`src/rtl/mmio_uart_ctrl_pkg.sv`:
```
// rtl/mmio_uart_ctrl_pkg.sv - register map and STATUS layout for mmio_uart_ctrl
//
// Package mmio_pkg: byte offsets of the 0x8000_00xx window and bit/field
// positions inside the STATUS register. Imported by the controller top.

package mmio_pkg;

    // Register offsets within the window (word aligned; addr[1:0] ignored)
    localparam logic [7:0] OFF_STATUS  = 8'h00;
    localparam logic [7:0] OFF_RX_DATA = 8'h04;
    localparam logic [7:0] OFF_TX_DATA = 8'h08;
    localparam logic [7:0] OFF_CYCLE   = 8'h10;
    localparam logic [7:0] OFF_INSTR   = 8'h14;
    localparam logic [7:0] OFF_CNT_RST = 8'h18;

    // STATUS bit positions
    localparam int ST_TX_NOT_FULL  = 0;
    localparam int ST_RX_NOT_EMPTY = 1;
    localparam int ST_TX_OVF       = 2;
    localparam int ST_RX_UNF       = 3;

    // STATUS occupancy fields (8 bits each, zero-extended FIFO counts)
    localparam int ST_RX_CNT_LSB   = 8;
    localparam int ST_TX_CNT_LSB   = 16;
    localparam int ST_CNT_W        = 8;

endpackage

```
`src/rtl/mmio_uart_ctrl_if.sv`:
```
// rtl/mmio_uart_ctrl_if.sv - CPU load/store bus between datapath and the MMIO block
//
// Signals:
//   req_valid  access this cycle (already decoded to this block)
//   req_we     1 = store, 0 = load
//   req_addr   byte offset in window
//   req_wdata  store data
//   req_wbe    store byte enables
//   rsp_rdata  load data, valid the cycle after a load
// Modports: master (CPU side), slave (MMIO block side).

interface mmio_uart_ctrl_if #(
    parameter int DWIDTH = 32
) ();
    logic              req_valid;
    logic              req_we;
    logic [7:0]        req_addr;
    logic [DWIDTH-1:0] req_wdata;
    logic [3:0]        req_wbe;
    logic [DWIDTH-1:0] rsp_rdata;

    modport master (
        output req_valid, req_we, req_addr, req_wdata, req_wbe,
        input  rsp_rdata
    );

    modport slave (
        input  req_valid, req_we, req_addr, req_wdata, req_wbe,
        output rsp_rdata
    );
endinterface

```
`src/rtl/mmio_uart_ctrl_sync_fifo.sv`:
```
// rtl/mmio_uart_ctrl_sync_fifo.sv - single-clock byte FIFO with explicit occupancy counter
//
// Module sync_fifo (WIDTH, DEPTH; DEPTH a power of two, >= 2).
// Ports:
//   clk, rst    clock, asynchronous active-high reset (empties the FIFO)
//   push, din   write request and data; ignored while full
//   pop         read request; ignored while empty
//   dout        head entry, combinational; 0 while empty
//   full, empty status flags derived from count
//   count       occupancy, clog2(DEPTH)+1 bits

module sync_fifo #(
    parameter int WIDTH = 8,
    parameter int DEPTH = 8
) (
    input  logic                   clk,
    input  logic                   rst,
    input  logic                   push,
    input  logic [WIDTH-1:0]       din,
    input  logic                   pop,
    output logic [WIDTH-1:0]       dout,
    output logic                   full,
    output logic                   empty,
    output logic [$clog2(DEPTH):0] count
);
    localparam int AW = $clog2(DEPTH);

    logic [WIDTH-1:0] r_mem [DEPTH];
    logic [AW-1:0]    r_wr_ptr;
    logic [AW-1:0]    r_rd_ptr;
    logic [AW:0]      r_count;

    logic w_push;
    logic w_pop;

    // Full/empty are judged on the pre-edge state, so a push while full is
    // dropped even when a pop frees a slot in the same cycle.
    assign w_push = push & ~full;
    assign w_pop  = pop & ~empty;

    assign full  = (r_count == (AW+1)'(DEPTH));
    assign empty = (r_count == '0);
    assign count = r_count;

    // Masking the head keeps dout at 0 after reset, when the storage array
    // still holds stale bytes.
    assign dout = empty ? '0 : r_mem[r_rd_ptr];

    // Storage has no reset: the pointers and counter alone define contents.
    always_ff @(posedge clk) begin
        if (w_push) begin
            r_mem[r_wr_ptr] <= din;
        end
    end

    // Power-of-two depth lets the pointers wrap naturally.
    always_ff @(posedge clk or posedge rst) begin
        if (rst) begin
            r_wr_ptr <= '0;
            r_rd_ptr <= '0;
            r_count  <= '0;
        end else begin
            if (w_push) begin
                r_wr_ptr <= r_wr_ptr + AW'(1);
            end
            if (w_pop) begin
                r_rd_ptr <= r_rd_ptr + AW'(1);
            end
            case ({w_push, w_pop})
                2'b10:   r_count <= r_count + (AW+1)'(1);
                2'b01:   r_count <= r_count - (AW+1)'(1);
                default: r_count <= r_count;
            endcase
        end
    end

endmodule

```
`src/rtl/mmio_uart_ctrl.sv`:
```
// rtl/mmio_uart_ctrl.sv - MMIO UART controller: RX/TX FIFOs, STATUS, cycle/instret counters
//
// Optional feature macro: MMIO_UART_ERR_FLAGS_EN (sticky TX overflow / RX
// underflow flags in STATUS bits 2/3, cleared by write-1 with wbe[0]).
// Ports:
//   clk, rst        clock, asynchronous active-high reset
//   bus             mmio_uart_ctrl_if.slave load/store bus; one-cycle read latency
//   inst_retired    pulse per retired instruction
//   rx_data/rx_valid/rx_ready  from/to uart_receiver
//   tx_data/tx_valid/tx_ready  to/from uart_transmitter

module mmio_uart_ctrl
    import mmio_pkg::*;
#(
    parameter int RX_DEPTH = 8,
    parameter int TX_DEPTH = 8,
    parameter int DWIDTH   = 32
) (
    input  logic                 clk,
    input  logic                 rst,
    mmio_uart_ctrl_if.slave      bus,
    input  logic                 inst_retired,
    input  logic [7:0]           rx_data,
    input  logic                 rx_valid,
    output logic                 rx_ready,
    output logic [7:0]           tx_data,
    output logic                 tx_valid,
    input  logic                 tx_ready
);
    localparam int RX_CW = $clog2(RX_DEPTH) + 1;
    localparam int TX_CW = $clog2(TX_DEPTH) + 1;

    // Decoded bus request
    logic              w_load;
    logic              w_store;
    logic [7:0]        w_off;

    // RX FIFO
    logic [7:0]        w_rx_head;
    logic              w_rx_full;
    logic              w_rx_empty;
    logic [RX_CW-1:0]  w_rx_count;
    logic              w_rx_rd;
    logic              w_rx_pop;
    logic              w_rx_underflow;

    // TX FIFO
    logic              w_tx_full;
    logic              w_tx_empty;
    logic [TX_CW-1:0]  w_tx_count;
    logic              w_tx_wr;
    logic              w_tx_drop;

    // Counters and read path
    logic              w_cnt_clr;
    logic [DWIDTH-1:0] r_cycle;
    logic [DWIDTH-1:0] r_instr;
    logic [DWIDTH-1:0] r_rsp_rdata;
    logic [31:0]       w_status;
    logic [DWIDTH-1:0] w_rdata;
    logic              w_tx_ovf;
    logic              w_rx_unf;

    assign w_load  = bus.req_valid & ~bus.req_we;
    assign w_store = bus.req_valid &  bus.req_we;
    assign w_off   = {bus.req_addr[7:2], 2'b00};

    // A load of RX_DATA pops only when there is something to pop; reading
    // an empty FIFO returns the masked head (0).
    assign w_rx_rd        = w_load && (w_off == OFF_RX_DATA);
    assign w_rx_pop       = w_rx_rd & ~w_rx_empty;
    assign w_rx_underflow = w_rx_rd &  w_rx_empty;

    assign w_tx_wr   = w_store && (w_off == OFF_TX_DATA) && bus.req_wbe[0];
    assign w_tx_drop = w_tx_wr & w_tx_full;

    assign w_cnt_clr = w_store && (w_off == OFF_CNT_RST) && (bus.req_wbe != 4'b0000);

    // rx_ready depends only on the pre-edge full flag; a same-cycle pop does
    // not open the door, so the receiver retries on the following cycle.
    assign rx_ready = ~w_rx_full;

    sync_fifo #(
        .WIDTH (8),
        .DEPTH (RX_DEPTH)
    ) u_rx_fifo (
        .clk   (clk),
        .rst   (rst),
        .push  (rx_valid & rx_ready),
        .din   (rx_data),
        .pop   (w_rx_pop),
        .dout  (w_rx_head),
        .full  (w_rx_full),
        .empty (w_rx_empty),
        .count (w_rx_count)
    );

    sync_fifo #(
        .WIDTH (8),
        .DEPTH (TX_DEPTH)
    ) u_tx_fifo (
        .clk   (clk),
        .rst   (rst),
        .push  (w_tx_wr),
        .din   (bus.req_wdata[7:0]),
        .pop   (tx_valid & tx_ready),
        .dout  (tx_data),
        .full  (w_tx_full),
        .empty (w_tx_empty),
        .count (w_tx_count)
    );

    assign tx_valid = ~w_tx_empty;

`ifdef MMIO_UART_ERR_FLAGS_EN
    logic r_tx_ovf;
    logic r_rx_unf;
    logic w_status_wr;

    assign w_status_wr = w_store && (w_off == OFF_STATUS) && bus.req_wbe[0];

    // Set has priority over a same-cycle write-1-to-clear.
    always_ff @(posedge clk or posedge rst) begin
        if (rst) begin
            r_tx_ovf <= 1'b0;
            r_rx_unf <= 1'b0;
        end else begin
            if (w_tx_drop) begin
                r_tx_ovf <= 1'b1;
            end else if (w_status_wr && bus.req_wdata[ST_TX_OVF]) begin
                r_tx_ovf <= 1'b0;
            end
            if (w_rx_underflow) begin
                r_rx_unf <= 1'b1;
            end else if (w_status_wr && bus.req_wdata[ST_RX_UNF]) begin
                r_rx_unf <= 1'b0;
            end
        end
    end

    assign w_tx_ovf = r_tx_ovf;
    assign w_rx_unf = r_rx_unf;
`else
    assign w_tx_ovf = 1'b0;
    assign w_rx_unf = 1'b0;
`endif

    always_comb begin
        w_status                                 = '0;
        w_status[ST_TX_NOT_FULL]                 = ~w_tx_full;
        w_status[ST_RX_NOT_EMPTY]                = ~w_rx_empty;
        w_status[ST_TX_OVF]                      = w_tx_ovf;
        w_status[ST_RX_UNF]                      = w_rx_unf;
        w_status[ST_RX_CNT_LSB +: ST_CNT_W]      = ST_CNT_W'(w_rx_count);
        w_status[ST_TX_CNT_LSB +: ST_CNT_W]      = ST_CNT_W'(w_tx_count);
    end

    // Read mux sees pre-edge state; the registered copy below gives the
    // same one-cycle latency as the memories.
    always_comb begin
        w_rdata = '0;
        case (w_off)
            OFF_STATUS:  w_rdata = DWIDTH'(w_status);
            OFF_RX_DATA: w_rdata = DWIDTH'(w_rx_head);
            OFF_CYCLE:   w_rdata = r_cycle;
            OFF_INSTR:   w_rdata = r_instr;
            default:     w_rdata = '0;
        endcase
    end

    always_ff @(posedge clk or posedge rst) begin
        if (rst) begin
            r_rsp_rdata <= '0;
        end else if (w_load) begin
            r_rsp_rdata <= w_rdata;
        end
    end

    assign bus.rsp_rdata = r_rsp_rdata;

    // Counter clear overrides the increment of the same cycle.
    always_ff @(posedge clk or posedge rst) begin
        if (rst) begin
            r_cycle <= '0;
            r_instr <= '0;
        end else if (w_cnt_clr) begin
            r_cycle <= '0;
            r_instr <= '0;
        end else begin
            r_cycle <= r_cycle + DWIDTH'(1);
            if (inst_retired) begin
                r_instr <= r_instr + DWIDTH'(1);
            end
        end
    end

    // Bus bits that carry no information for this block.
    logic w_unused;
    assign w_unused = ^{bus.req_addr[1:0], bus.req_wdata[DWIDTH-1:8],
                        w_tx_drop, w_rx_underflow};

endmodule
```
`src/flat_wrapper.sv`:
```
// flat-port wrapper written by rule: the top's interface ports become plain ports
module mmio_uart_ctrl_flat import mmio_pkg::*;
#(
    parameter int RX_DEPTH = 8,
    parameter int TX_DEPTH = 8,
    parameter int DWIDTH   = 32
)
  (clk, rst, inst_retired, rx_data, rx_valid, rx_ready, tx_data, tx_valid, tx_ready, bus_req_valid, bus_req_we, bus_req_addr, bus_req_wdata, bus_req_wbe, bus_rsp_rdata);
  mmio_uart_ctrl_if #(.DWIDTH(DWIDTH)) bus_i ();
  input  logic clk;
  input  logic rst;
  input  logic inst_retired;
  input  logic [7:0] rx_data;
  input  logic rx_valid;
  output logic rx_ready;
  output logic [7:0] tx_data;
  output logic tx_valid;
  input  logic tx_ready;
  input wire logic [$bits(bus_i.req_valid)-1:0] bus_req_valid;
  input wire logic [$bits(bus_i.req_we)-1:0] bus_req_we;
  input wire logic [$bits(bus_i.req_addr)-1:0] bus_req_addr;
  input wire logic [$bits(bus_i.req_wdata)-1:0] bus_req_wdata;
  input wire logic [$bits(bus_i.req_wbe)-1:0] bus_req_wbe;
  output wire logic [$bits(bus_i.rsp_rdata)-1:0] bus_rsp_rdata;
  assign bus_i.req_valid = bus_req_valid;
  assign bus_i.req_we = bus_req_we;
  assign bus_i.req_addr = bus_req_addr;
  assign bus_i.req_wdata = bus_req_wdata;
  assign bus_i.req_wbe = bus_req_wbe;
  assign bus_rsp_rdata = bus_i.rsp_rdata;
  mmio_uart_ctrl #(.RX_DEPTH(RX_DEPTH), .TX_DEPTH(TX_DEPTH), .DWIDTH(DWIDTH)) u_core (.clk(clk), .rst(rst), .bus(bus_i), .inst_retired(inst_retired), .rx_data(rx_data), .rx_valid(rx_valid), .rx_ready(rx_ready), .tx_data(tx_data), .tx_valid(tx_valid), .tx_ready(tx_ready));
endmodule
```
`config.mk`:
```
export PLATFORM = sky130hd
export DESIGN_NAME = mmio_uart_ctrl_flat
export DESIGN_NICKNAME = d
export VERILOG_FILES = /design/src/rtl/mmio_uart_ctrl_pkg.sv /design/src/rtl/mmio_uart_ctrl_if.sv /design/src/rtl/mmio_uart_ctrl_sync_fifo.sv /design/src/rtl/mmio_uart_ctrl.sv /design/src/flat_wrapper.sv
export SDC_FILE = /design/constraint.sdc
export NUM_CORES = 1
export LEC_CHECK = 0
export BUFFER_PORTS_ARGS = -buffer_cell sky130_fd_sc_hd__buf_2
export CORE_AREA = 4 4 166 136
export CTS_CLUSTER_DIAMETER = 200
export DETAILED_ROUTE_END_ITERATION = 10
export DIE_AREA = 0 0 170 140
export GPL_TIMING_DRIVEN = 0
export HOLD_SLACK_MARGIN = 0.08
export PLACE_DENSITY = 0.72
export SLEW_MARGIN = 20
export SYNTH_ARGS = -nofsm -noshare
export SYNTH_HDL_FRONTEND = slang
export SYNTH_SLANG_ARGS = --single-unit
```
`constraint.sdc`:
```
create_clock -name clk -period 4.6 [get_ports clk]
set_clock_uncertainty 0.05 [all_clocks]
set_input_delay 0.46 -clock clk [delete_from_list [all_inputs] [get_ports clk]]
set_output_delay 0.46 -clock clk [all_outputs]
set_load 0.05 [all_outputs]
```
---- Word level (Yosys, flattened, before mapping) ----
Memories as Yosys holds them, arrays and structs flattened.
Cells that the tools add are included.
storage, ports and cells
  register bits after elaboration ......... 116
  memory bits (writable) .................. 128
  memories kept ........................... 2
operators by class
  $add $sub $neg .......................... 10
  eq/ne operators ......................... 11
  mux-type cells .......................... 12
  bitwise operators ....................... 14
  reductions and logical operators ........ 12
memories
  name                    depth  bits a word  read ports  clocked after memory_dff  write ports  line                            RTL
  u_core.u_rx_fifo.r_mem  8      8            1           0                         1            mmio_uart_ctrl_sync_fifo.sv:28  logic [WIDTH-1:0] r_mem [DEPTH];
  u_core.u_tx_fifo.r_mem  8      8            1           0                         1            mmio_uart_ctrl_sync_fifo.sv:28
operators with widths
  operator               count
  $pmux 32 s4            1
  $mux 32                3
  $add 32x1->32 const B  2
  $eq 6x3->1 const B     3
  $mux 8                 2
  $pmux 4 s2             2
  $add 3x1->3 const B    4
  $and 1x1->1            9
  $add 4x1->4 const B    2
  $eq 4x4->1 const B     2
  $logic_not 4->1        2
  $logic_not 8->1        1
  $sub 4x1->4 const B    2
  $eq 6x1->1 const B     1
  $eq 6x2->1 const B     1
  $reduce_bool 2->1      3
  $logic_and 1x1->1      5
  $not 1->1              5
  $eq 2x1->1 const B     2
  $eq 2x2->1 const B     2
  $mux 1                 4
  $reduce_bool 4->1      1

---- Longest topological paths before layout ----
Gate-level depths: netlist of run 1.
  word-level depth ........................ 7
  mapped depth ............................ 12
  depth with buffers taken out ............ 10

---- Hierarchy ----
From an unflattened synthesis of run 1, not the netlist that was laid out.
second synthesis, totals
  cell total of the unflattened synthesis .. 846
  area, all modules ....................... 11063.1 um^2
by module, submodules not included
  module          instances  cells each  area each (um^2)
  sync_fifo       2          160         3054.2
  mmio_uart_ctrl  1          526         4954.8

---- Worst setup path after synthesis of run 1 ----
OpenSTA, ideal clock, no wires.
  path type ............................... register to register
  start ................................... register u_core.u_tx_fifo.r_count[0], in the netlist u_core.u_tx_fifo.count[0]
  end ..................................... register u_core.u_tx_fifo.r_count[2], in the netlist u_core.u_tx_fifo.count[2]
  setup time .............................. 0.127 ns
  data arrival time ....................... 2.922 ns
  required time ........................... 4.423 ns
  path slack .............................. 1.501 ns
  cell stages (with the launch flop) ...... 13
  cells stage by stage .................... dfrtp_1 clkbuf_1 nor4_2 inv_1 and2_1 clkbuf_1 ha_1 xor2_1 ha_1 a21oi_1 xor2_1 nor2_1 xor2_1
between the ends
  longest elaborated chain between the ends .. 6
  elaborated cells between the ends (all ways) .. 13
  those cells by class .................... add/sub: 2; eq/ne: 3; mux: 1; bitwise: 5; reduce/logical: 2
ends and longest elaborated chain
  item                                                    line                            RTL
  from (decl)                                             mmio_uart_ctrl_sync_fifo.sv:31  logic [AW:0] r_count;
  from (signal assigned)                                  mmio_uart_ctrl_sync_fifo.sv:70  2'b10: r_count <= r_count + (AW+1)'(1);
  from (signal assigned)                                  mmio_uart_ctrl_sync_fifo.sv:71  2'b01: r_count <= r_count - (AW+1)'(1);
  from (signal assigned)                                  mmio_uart_ctrl_sync_fifo.sv:72  default: r_count <= r_count;
  $logic_not 4->1 *                                       mmio_uart_ctrl_sync_fifo.sv:42  assign empty = (r_count == '0);
  $not 1->1 *                                             mmio_uart_ctrl.sv:113           assign tx_valid = ~w_tx_empty;
  named net tx_valid                                      flat_wrapper.sv:17              output logic tx_valid;
  $and 1x1->1                                             mmio_uart_ctrl.sv:106           .pop (tx_valid & tx_ready),
  $and 1x1->1 *                                           mmio_uart_ctrl_sync_fifo.sv:39  assign w_pop = pop & ~empty;
  named net u_core.u_tx_fifo.w_pop                        mmio_uart_ctrl_sync_fifo.sv:34  logic w_pop;
  $eq 2x1->1 / $eq 2x2->1 (equally long branches)         mmio_uart_ctrl_sync_fifo.sv:69  case ({w_push, w_pop})
  $pmux 4 s2 / $reduce_bool 2->1 (equally long branches)  --
The timed path passes the listed nets; every way through them passes the cells marked *.
A chain may end at the register's enable or synchronous reset.

---- Final worst setup path of run 1 ----
  start ................................... register u_core.u_tx_fifo.r_rd_ptr[0]
  end ..................................... output port tx_data[5]
between the ends
  longest elaborated chain between the ends .. 2
ends and longest elaborated chain
  item                    line                            RTL
  from (decl)             mmio_uart_ctrl_sync_fifo.sv:30  logic [AW-1:0] r_rd_ptr;
  from (signal assigned)  mmio_uart_ctrl_sync_fifo.sv:67  r_rd_ptr <= r_rd_ptr + AW'(1);
  $mem_v2 8x8             --
  $mux 8                  mmio_uart_ctrl_sync_fifo.sv:47  assign dout = empty ? '0 : r_mem[r_rd_ptr];
  to (decl)               flat_wrapper.sv:16              output logic [7:0] tx_data;
No other way between the ends.

==> results.json, run 1 <==
{
  "worstMarginPinSlew_ps": 895,
  "crit_path_start_kind": "flop",
  "synth_top_family_by_area": "simple AND/OR/NAND/NOR gates",
  "drt_wl_total_um": 24200,
  "ir_drop_uv": 463,
  "hold_class": "primary input to flop",
  "cp-end-kind": "output port",
  "synthCells": 827,
  "grt_use_total": 0.207,
  "layout.nets": 1004,
  "antenna_left": 0,
  "area_growth_pct": 14.3,
  "worstSkewPairLatency_ps": 530,
  "synth-xor-area-share": 0.0311,
  "numCtsBuffers": 25,
  "critPathKind": "flop to output port",
  "timing_hold_violations_final": 0,
  "vias_per_cell": 5.92,
  "h-tree-depth": 1,
  "cts_setup_buffers": 0,
  "syn-num-nets": 899,
  "crit_path_max_fanout": 10,
  "grt_pass1_vias": 7013,
  "row_count": 48,
  "placed_area_um2": 11800,
  "synth_compound_area_frac": 0.0718,
  "drtIter0Drc": 683,
  "fillCellCount": 1689,
  "cts.repair.resized": 0,
  "start_util": 0.521,
  "yosysSeqAreaShare": 0.615,
  "grt_max_degree": 65,
  "path_clk_slew_ps": 60,
  "avgSynthCellArea_um2": 13.3,
  "final_area_um2": 12500,
  "cts_root_buffer": "clkbuf_16",
  "slew_viol_final": 0,
  "yosys_warnings": 0,
  "max_freq_mhz": 291,
  "layout.cells.non_filler": 1223,
  "dieArea_um2": 23800,
  "p_leak_nw": 4.71,
  "cts_buffer_depth": 3,
  "placed_cells": 1179,
  "power_density_nw_per_um2": 487,
  "yosys.area_share.simple": 0.127,
  "timing.final.crit_share": 0.747,
  "ioPinCount": 101,
  "cp.required_ps": 4090,
  "yosysUniqueCellTypes": 54,
  "worstPathArrival_ps": 2930,
  "drt_drc_violations_left": 0,
  "synth.area.mux_share": 0.118,
  "finalSetupViolations": 0,
  "rsz0062_at_grt": "false",
  "status": "completed",
  "cts_tree": "done",
  "overflow": 0,
  "vias": 7244,
  "firstDrtPassIters": 6,
  "port_buffers": 74,
  "insertedDiodeCount": 0,
  "period_needed_ps": 3440,
  "grt_pass1_wl_um": 39300,
  "drv_cap": 0,
  "ys_ff_latch": 244,
  "dieHeight_um": 140,
  "antenna_found_initial": 2,
  "cts.sinks": 244,
  "gp_congestion": 0.837,
  "slew_headroom": 0.403,
  "syn_area_um2": 11000,
  "post-dp-hpwl_um": 16500,
  "drive_gt1_frac": 0.187,
  "fin_util": 0.595,
  "wire_per_inst_um": 19.8,
  "die_x_um": 170,
  "core_area_um2": 21100,
  "yosys.area_share.adder": 0.0155
}
## per-layer routing
metal	vias to the layer above	global-route usage	wire length, um	share of wire
met5	-	0	21	0.00087
met4	4	0.0441	462	0.019
met3	34	0.0443	1690	0.070
met2	216	0.308	11100	0.46
met1	3621	0.318	11000	0.45
li1	3369	-	-	-
## placed cells by master, fill, tap and decap left out, types with 7 or more instances in the layout
| master | count |
|---|---|
| a21oi_1 | 39 |
| a22oi_1 | 8 |
| buf_2 | 80 |
| clkbuf_1 | 42 |
| clkbuf_16 | 25 |
| dfrtp_1 | 116 |
| edfxtp_1 | 128 |
| ha_1 | 12 |
| inv_1 | 14 |
| mux2_2 | 16 |
| mux2i_1 | 38 |
| mux4_2 | 32 |
| nand2_1 | 63 |
| nand2b_1 | 7 |
| nand3_1 | 22 |
| nand4_1 | 14 |
| nor2_1 | 49 |
| nor3_1 | 17 |
| nor3_2 | 7 |
| nor4_1 | 7 |
| o21ai_0 | 26 |
| o31ai_1 | 36 |
| or3_1 | 16 |
| or4_1 | 27 |
| xnor2_1 | 25 |
| xor2_1 | 14 |
## report_power, final
group	total [mW]	switching, mW	internal (mW)
combinational	1.40	0.859	0.540
sequential	2.82	0.260	2.56
clock	1.89	0.817	1.07
## synth_stat cells (all sizes together)
master | n | share of area
o21ai | 29 | 0.013
or4 | 28 | 0.019
and3 | 5 | 0.0028
or4b | 1 | 0.00091
a31oi | 2 | 0.0011
buf | 11 | 0.0051
and4b | 1 | 0.00091
edfxtp | 128 | 0.35
and2 | 3 | 0.0017
a211oi | 3 | 0.0021
nand4 | 16 | 0.011
nand2b | 7 | 0.0040
dfrtp | 116 | 0.26
mux2i | 38 | 0.035
nand2 | 63 | 0.022
nor4 | 9 | 0.0057
or3 | 16 | 0.0091
nor2 | 49 | 0.017
and4 | 6 | 0.0048
a21o | 1 | 0.00068
a221o | 5 | 0.0046
nand3 | 22 | 0.010
o22a | 1 | 0.00080
a22oi | 8 | 0.0055
fa | 1 | 0.0018
nor3 | 24 | 0.011
nand4bb | 1 | 0.0010
nor4bb | 1 | 0.00091
a21oi | 39 | 0.018
xnor2 | 25 | 0.020
inv | 15 | 0.0051
ha | 12 | 0.014
xor2 | 14 | 0.011
nand4b | 1 | 0.00080
o311ai | 1 | 0.00080
mux4 | 32 | 0.066
nor4b | 1 | 0.0022
o31ai | 36 | 0.025
nor2b | 2 | 0.0011
mux2 | 17 | 0.017
a21boi | 1 | 0.00068
clkbuf | 34 | 0.012
or3b | 1 | 0.00080
nor3b | 1 | 0.00068
## final cells by class
| cell class | instances | area (um^2) | share of cell area |
|---|---|---|---|
| Buffer | 45 | 185 | 0.0148 |
| Clock buffer | 35 | 673 | 0.0537 |
| Clock inverter | 8 | 70.1 | 0.00559 |
| Inverter | 15 | 61.3 | 0.00489 |
| Multi-Input combinational cell | 523 | 4040 | 0.322 |
| Sequential cell | 244 | 6750 | 0.538 |
| Tap cell | 275 | 344 | 0.0274 |
| Timing Repair Buffer | 78 | 423 | 0.0337 |
## final timing paths
| check | slack [ps] | from | end | cells past startpoint |
|---|---|---|---|---|
| setup / recovery | 1160 | u_core.u_tx_fifo.r_rd_ptr[0] | tx_data[5] | 6 |
| hold / removal | 150 | rx_data[3] | u_core.u_rx_fifo.r_mem[6][3] | 1 |
| setup reg to reg | 1500 | u_core.u_tx_fifo.count[0] | u_core.u_tx_fifo.count[2] | 12 |
| hold reg to reg | 420 | u_core.bus.rsp_rdata[27] | u_core.bus.rsp_rdata[27] | 2 |
| max in group asynchronous | 3300 | rst | u_core.u_tx_fifo.count[3] | 4 |
| min in group asynchronous | 490 | rst | u_core.u_rx_fifo.r_rd_ptr[1] | 3 |
## critical path: stages, from the launching register on
cell and delay, ps:
dfrtp_1 350, clkbuf_1 510, buf_2 470, mux4_2 560
mux2i_1 220, nor2_1 60, buf_2 230
## registers in the layout (all words and copies together) (netlist names), 4 cells and up
name	count
u_core.u_rx_fifo.r_mem	64
u_core.u_tx_fifo.r_mem	64
u_core.bus.rsp_rdata	32
u_core.r_cycle	32
u_core.r_instr	32
u_core.u_rx_fifo.count	4
u_core.u_tx_fifo.count	4
## kinds of logic (layout without fill, tap and decap cells)
| family | count (synthesis) | count (layout) |
|---|---|---|
| AOI/OAI and AO/OA | 126 | 126 |
| xor gates and xnor gates | 39 | 39 |
| adders and majority gates | 13 | 13 |
| buffers and inverters | 60 | 181 |
| DFF | 244 | 244 |
| muxes | 87 | 87 |
| and+or+nand+nor | 258 | 258 |
## repair_timing
| item | 4_1_cts | 5_1_grt |
|---|---|---|
| setup endpoints to repair | 0 | 0 |
| hold buffers | 1 | 0 |
| hold endpoints to repair | 52 | 0 |
## metrics by stage
step                hold WS [ps]  setup slack [ps]  power, mW  setup TNS, ps
global placement             410              -375       4.20         -42040
detailed placement           413              1350       4.27              0
floorplan                    434              1020       3.85              0
global route                 150               923       6.42              0
finish                       149              1160       6.11              0
CTS                          132              1080       6.16              0
(Power assumes the default switching activity.)
==> inputs of run 2 (changes only) <==
- PLACE_DENSITY: 0.72 -> 0.75
- clock period: 4.6 -> 2.9 ns (I/O delays scaled with it)
==> results.json, run 2 (synthesis results as in run 1) <==
{
  "p_leak_nw": 4.89,
  "startpoint": "u_core.u_rx_fifo.count[0]",
  "drive_gt1_frac": 0.202,
  "final_area_um2": 12900,
  "min_from": "bus_req_valid",
  "drt_wl_total_um": 25200,
  "cts.sinks": 244,
  "wire_per_inst_um": 20.1,
  "gp_congestion": 0.832,
  "crit_path_start_kind": "flop",
  "cts_root_buffer": "clkbuf_16",
  "grt_use_total": 0.212,
  "drtIter0Drc": 728,
  "vias": 7420,
  "rsz0062_at_grt": "false",
  "power_frac_seq": 0.453,
  "cp_slowest_cell": "nor4b_4",
  "cts_tree": "done",
  "r2r_end": "u_core.u_rx_fifo.count[3]",
  "h-tree-depth": 1,
  "cp.required_ps": 3300,
  "firstDrtPassIters": 5,
  "port_buffers": 74,
  "post-dp-hpwl_um": 17200,
  "ir_drop_uv": 605,
  "reg_top3": "u_core.u_rx_fifo.r_mem: 64 flops, u_core.u_tx_fifo.r_mem: 64 flops",
  "crit_path_max_fanout": 10,
  "p_int_mw": 6.83,
  "slew_viol_final": 0,
  "insertedDiodeCount": 0,
  "ff2ff_path_depth": 8,
  "power.share.clock": 0.322,
  "timing.final.crit_share": 0.919,
  "slowest_delay_ps": 650,
  "final_common_cell": "edfxtp_1",
  "pre_cts_slack_ps": -202,
  "layout.nets": 1028,
  "numCtsBuffers": 25,
  "dieArea_um2": 23800,
  "period_needed_ps": 2670,
  "antenna_left": 0,
  "overflow": 0,
  "critical_path.most_common_cell": "ha_1",
  "ioPinCount": 101,
  "drv_cap": 0,
  "vias_per_cell": 5.94,
  "fin_setup_tns_ps": 0,
  "area_growth_pct": 17.7,
  "path_cells": "nor4_2 > nor4b_4 > ha_1 > ha_1 > a21o_1 > a21oi_1 > mux2i_1 > xnor2_1",
  "critPathKind": "flop to flop",
  "worstPathArrival_ps": 3070,
  "core_area_um2": 21100,
  "drt_drc_violations_left": 0,
  "power_density_nw_per_um2": 773,
  "path_clk_slew_ps": 60,
  "worstMarginPinSlew_ps": 928,
  "grt_pass1_vias": 7183,
  "max_freq_mhz": 375,
  "antenna_found_initial": 0,
  "power_switching_mw": 3.16,
  "grt_pass1_wl_um": 40300,
  "die_x_um": 170,
  "dieHeight_um": 140,
  "status": "completed",
  "worstSkewPairLatency_ps": 530,
  "cts_buffer_depth": 3,
  "timing_hold_violations_final": 0,
  "placed_area_um2": 11900,
  "start_util": 0.521,
  "whs_ps": 174,
  "layout_setup_ws_ps": 235,
  "cp-end-kind": "flop",
  "p_comb_frac": 0.225,
  "row_count": 48,
  "final_cell_mix": "edfxtp_1 (128), dfrtp_1 (116), buf_2 (79)",
  "finalSetupViolations": 0,
  "fillCellCount": 1596,
  "endpoint": "u_core.u_rx_fifo.count[3]",
  "r2r_setup_slack_ps": 230,
  "rr_startpoint": "u_core.u_rx_fifo.count[0]",
  "p_sw_frac": 0.317,
  "grt_max_degree": 34,
  "hold_class": "primary input to flop",
  "slew_headroom": 0.379
}
==> run 2: how the worst min path moves through the flow <==
| stage | slack (ps) | to | cells after the start |
|---|---|---|---|
| 2_1_floorplan | 340 | u_core.u_rx_fifo.r_mem[0][0] | 0 |
| 3_3_place_gp | 410 | u_core.bus.rsp_rdata[20] | 2 |
| 3_5_place_dp | 210 | u_core.r_instr[5] | 2 |
| 4_1_cts | 150 | u_core.bus.rsp_rdata[0] | 3 |
| 5_1_grt | 210 | u_core.bus.rsp_rdata[0] | 3 |
| 6_report | 170 | u_core.bus.rsp_rdata[0] | 3 |
==> run 2: timing repair <==
action / in CTS / in global routing
endpoints found under the hold margin: 163 / 0
buffers inserted: 2 / 0
pin swaps: 1 / 0
resized for setup: 6 / 3
hold buffers: 21 / 0
setup endpoints to repair: 59 / 46
==> run 2: per-layer routing <==
layer	up-vias	wire, um	global-route usage
li1	3426	-	-
met1	3739	11600	0.328
met2	209	11600	0.323
met3	46	1450	0.0310
met4	0	572	0.0479
met5	-	0	0
==> run 2: worst max-delay path, delay by kind of cell, from the launching register on <==
kind / cells / cell delay, ps
mux: 1 / 240
flops: 1 / 450
simple gates: 2 / 760
compound gates: 2 / 350
xor+xnor: 1 / 130
fa+ha+maj: 2 / 590
==> run 2: power groups by stage <==
| stage | registers [mW] | logic, mW | clock network [mW] |
|---|---|---|---|
| CTS | 4.49 | 2.29 | 3.26 |
| global placement | 4.50 | 2.16 | 0 |
| finish | 4.52 | 2.25 | 3.22 |
| global route | 4.58 | 2.47 | 3.42 |
| detailed placement | 4.53 | 2.26 | 0 |
| floorplan | 4.44 | 1.68 | 0 |
==> run 2: stage by stage <==
step	power, mW	util	cells
6_report	9.99	0.613	1250
5_1_grt	10.5	0.613	1250
4_1_cts	10.0	0.612	1251
3_5_place_dp	6.79	0.562	1183
3_3_place_gp	6.66	0.555	1176
2_1_floorplan	6.12	-	827
==> run 2: cell type report <==
class	instances	area [um^2]	share of cell area
multi-input cells	523	4050	0.314
clock inverters	13	136	0.0106
clock buffers	33	686	0.0531
repair buffers	104	706	0.0546
flip-flops and latches	244	6750	0.522
plain buffers	43	189	0.0146
well taps	275	344	0.0266
inverters	15	60.1	0.00465
==> inputs of run 3 (changes only) <==
--- a/config.mk
+++ b/config.mk
@@ -7,11 +7,12 @@
 export LEC_CHECK = 0
 export BUFFER_PORTS_ARGS = -buffer_cell sky130_fd_sc_hd__buf_2
-export CORE_AREA = 4 4 166 136
+export CORE_AREA = 4 4 180 147
+export CTS_BUF_LIST = sky130_fd_sc_hd__clkbuf_8
 export CTS_CLUSTER_DIAMETER = 200
 export DETAILED_ROUTE_END_ITERATION = 10
-export DIE_AREA = 0 0 170 140
+export DIE_AREA = 0 0 184 151
 export GPL_TIMING_DRIVEN = 0
 export HOLD_SLACK_MARGIN = 0.08
-export PLACE_DENSITY = 0.75
+export PLACE_DENSITY = 0.65
 export SLEW_MARGIN = 20
 export SYNTH_ARGS = -nofsm -noshare
--- a/constraint.sdc
+++ b/constraint.sdc
@@ -3,3 +3,3 @@
 set_input_delay 0.29 -clock clk [delete_from_list [all_inputs] [get_ports clk]]
 set_output_delay 0.29 -clock clk [all_outputs]
-set_load 0.05 [all_outputs]
+set_load 0.01 [all_outputs]
==> results.json, run 3 (synthesis results as in run 1) <==
{
  "period_needed_ps": 2730,
  "drt_drc_violations_left": 0,
  "placed_cells": 1234,
  "drv_cap": 0,
  "port_buffers": 74,
  "path_clk_slew_ps": 70,
  "crit_path_max_fanout": 9,
  "gp_congestion": 0.841,
  "final_common_cell": "edfxtp_1",
  "slew_headroom": 0.300,
  "cts.sinks": 244,
  "firstDrtPassIters": 5,
  "overflow": 0,
  "wl_met2_um": 11200,
  "rsz0062_at_grt": "true",
  "cts_tree": "done",
  "critPathKind": "flop to flop",
  "finalSetupViolations": 0,
  "cp-end-kind": "flop",
  "crit_path_start_kind": "flop",
  "cts_buffer_depth": 3,
  "met3_length_um": 1520,
  "core_area_um2": 24900,
  "status": "completed",
  "p_leak_nw": 4.90,
  "layout.nets": 1045,
  "reg_top3": "u_core.u_rx_fifo.r_mem: 64 flops, u_core.u_tx_fifo.r_mem: 64 flops",
  "antenna_left": 0,
  "ir_drop_uv": 433,
  "row_count": 52,
  "wire_per_inst_um": 18.9,
  "start_util": 0.442,
  "fin_setup_tns_ps": 0,
  "grt_pass1_wl_um": 40400,
  "post-dp-hpwl_um": 17000,
  "worstSkewPairLatency_ps": 530,
  "max_freq_mhz": 366,
  "grt_max_degree": 34,
  "final_area_um2": 12800,
  "fillCellCount": 2168,
  "timing_hold_violations_final": 0,
  "insertedDiodeCount": 0,
  "grt_use_total": 0.185,
  "dieArea_um2": 27800,
  "worstPathArrival_ps": 3090,
  "drtIter0Drc": 588,
  "numCtsBuffers": 39,
  "antenna_found_initial": 0,
  "dieHeight_um": 151,
  "drive_gt1_frac": 0.207,
  "slew_viol_final": 0,
  "cts_root_buffer": "clkbuf_8",
  "placed_area_um2": 11900,
  "final_cell_mix": "edfxtp_1 (128), dfrtp_1 (116), buf_2 (81)",
  "power_density_nw_per_um2": 712,
  "route.top_layer_used": "met4",
  "grt_pass1_vias": 7281,
  "layout.cells.non_filler": 1323,
  "vias_per_cell": 5.54,
  "area_growth_pct": 17.0,
  "ioPinCount": 101,
  "hold_class": "primary input to flop",
  "vias": 7334,
  "met1_length_um": 11700,
  "worstMarginPinSlew_ps": 1040,
  "timing.final.crit_share": 0.941,
  "h-tree-depth": 2,
  "cp.required_ps": 3260,
  "drt_wl_total_um": 25000,
  "die_x_um": 184
}
[run 3: cell types whose count changed in the layout (fill, tap and decap cells not counted), moves of 2 or more]
| cell | change |
|---|---|
| clkbuf_8 | +37 |
| clkbuf_16 | -25 |
| inv_1 | +15 |
| clkbuf_1 | -4 |
| buf_2 | +2 |
| buf_4 | +2 |
[run 3: stage by stage]
step / util / setup slack (ps) / power [mW] / hold slack, ps
finish: 0.517 / 170 / 9.14 / 181
global route: 0.517 / -46.9 / 9.69 / 194
CTS: 0.516 / 9.16 / 9.23 / 149
detailed placement: 0.479 / -512 / 6.44 / 365
global placement: 0.473 / -493 / 6.34 / 410
floorplan: - / 81.9 / 5.77 / 339
[run 3: worst paths after layout]
| path | startpoint | end | slack (ps) | depth (start not counted) |
|---|---|---|---|---|
| setup / recovery | u_core.u_tx_fifo.count[1] | u_core.u_tx_fifo.count[2] | 170 | 12 |
| hold / removal | bus_req_valid | u_core.bus.rsp_rdata[0] | 180 | 4 |
| setup reg to reg | u_core.u_tx_fifo.count[1] | u_core.u_tx_fifo.count[2] | 170 | 12 |
| hold reg to reg | u_core.bus.rsp_rdata[27] | u_core.bus.rsp_rdata[27] | 420 | 2 |
| max in group asynchronous | rst | u_core.bus.rsp_rdata[24] | 1630 | 5 |
| min in group asynchronous | rst | u_core.r_instr[2] | 350 | 3 |
[run 3: area by class of cell]
class | instances | area [um^2] | share of cell area
Sequential cell | 244 | 6750 | 0.525
Multi-Input combinational cell | 523 | 4050 | 0.315
Timing Repair Buffer | 105 | 691 | 0.0538
Clock buffer | 40 | 551 | 0.0429
Tap cell | 324 | 405 | 0.0316
Buffer | 45 | 194 | 0.0151
Clock inverter | 27 | 148 | 0.0115
Inverter | 15 | 60.1 | 0.00468
[run 3: metal layers]
layer	global-route usage	vias to the layer above
met1	0.275	3607
li1	-	3466
met5	0	-
met2	0.278	217
met3	0.0358	44
met4	0.0517	0
[run 3: power breakdown]
part | internal [mW] | switching, mW
registers | 4.07 | 0.420
clock network | 1.38 | 1.33
logic | 0.906 | 1.04
total | 6.35 | 2.78
[run 3: worst max-delay path, stage by stage, from the launching register on]
cell and delay, ps:
dfrtp_1 350, clkbuf_1 230, nor4_4 380, inv_1 90
and2_1 180, clkbuf_1 170, ha_1 270, xor2_1 170
ha_1 200, a21oi_1 150, xor2_1 160, nor2_1 60
xor2_1 140
[run 3: repair_timing]
action                                 CTS  global route
setup buffers                            1             0
setup endpoints to repair               67            67
resized for setup                        6             4
pin swaps                                1             0
hold buffers                            21             0
endpoints found under the hold margin  157             0
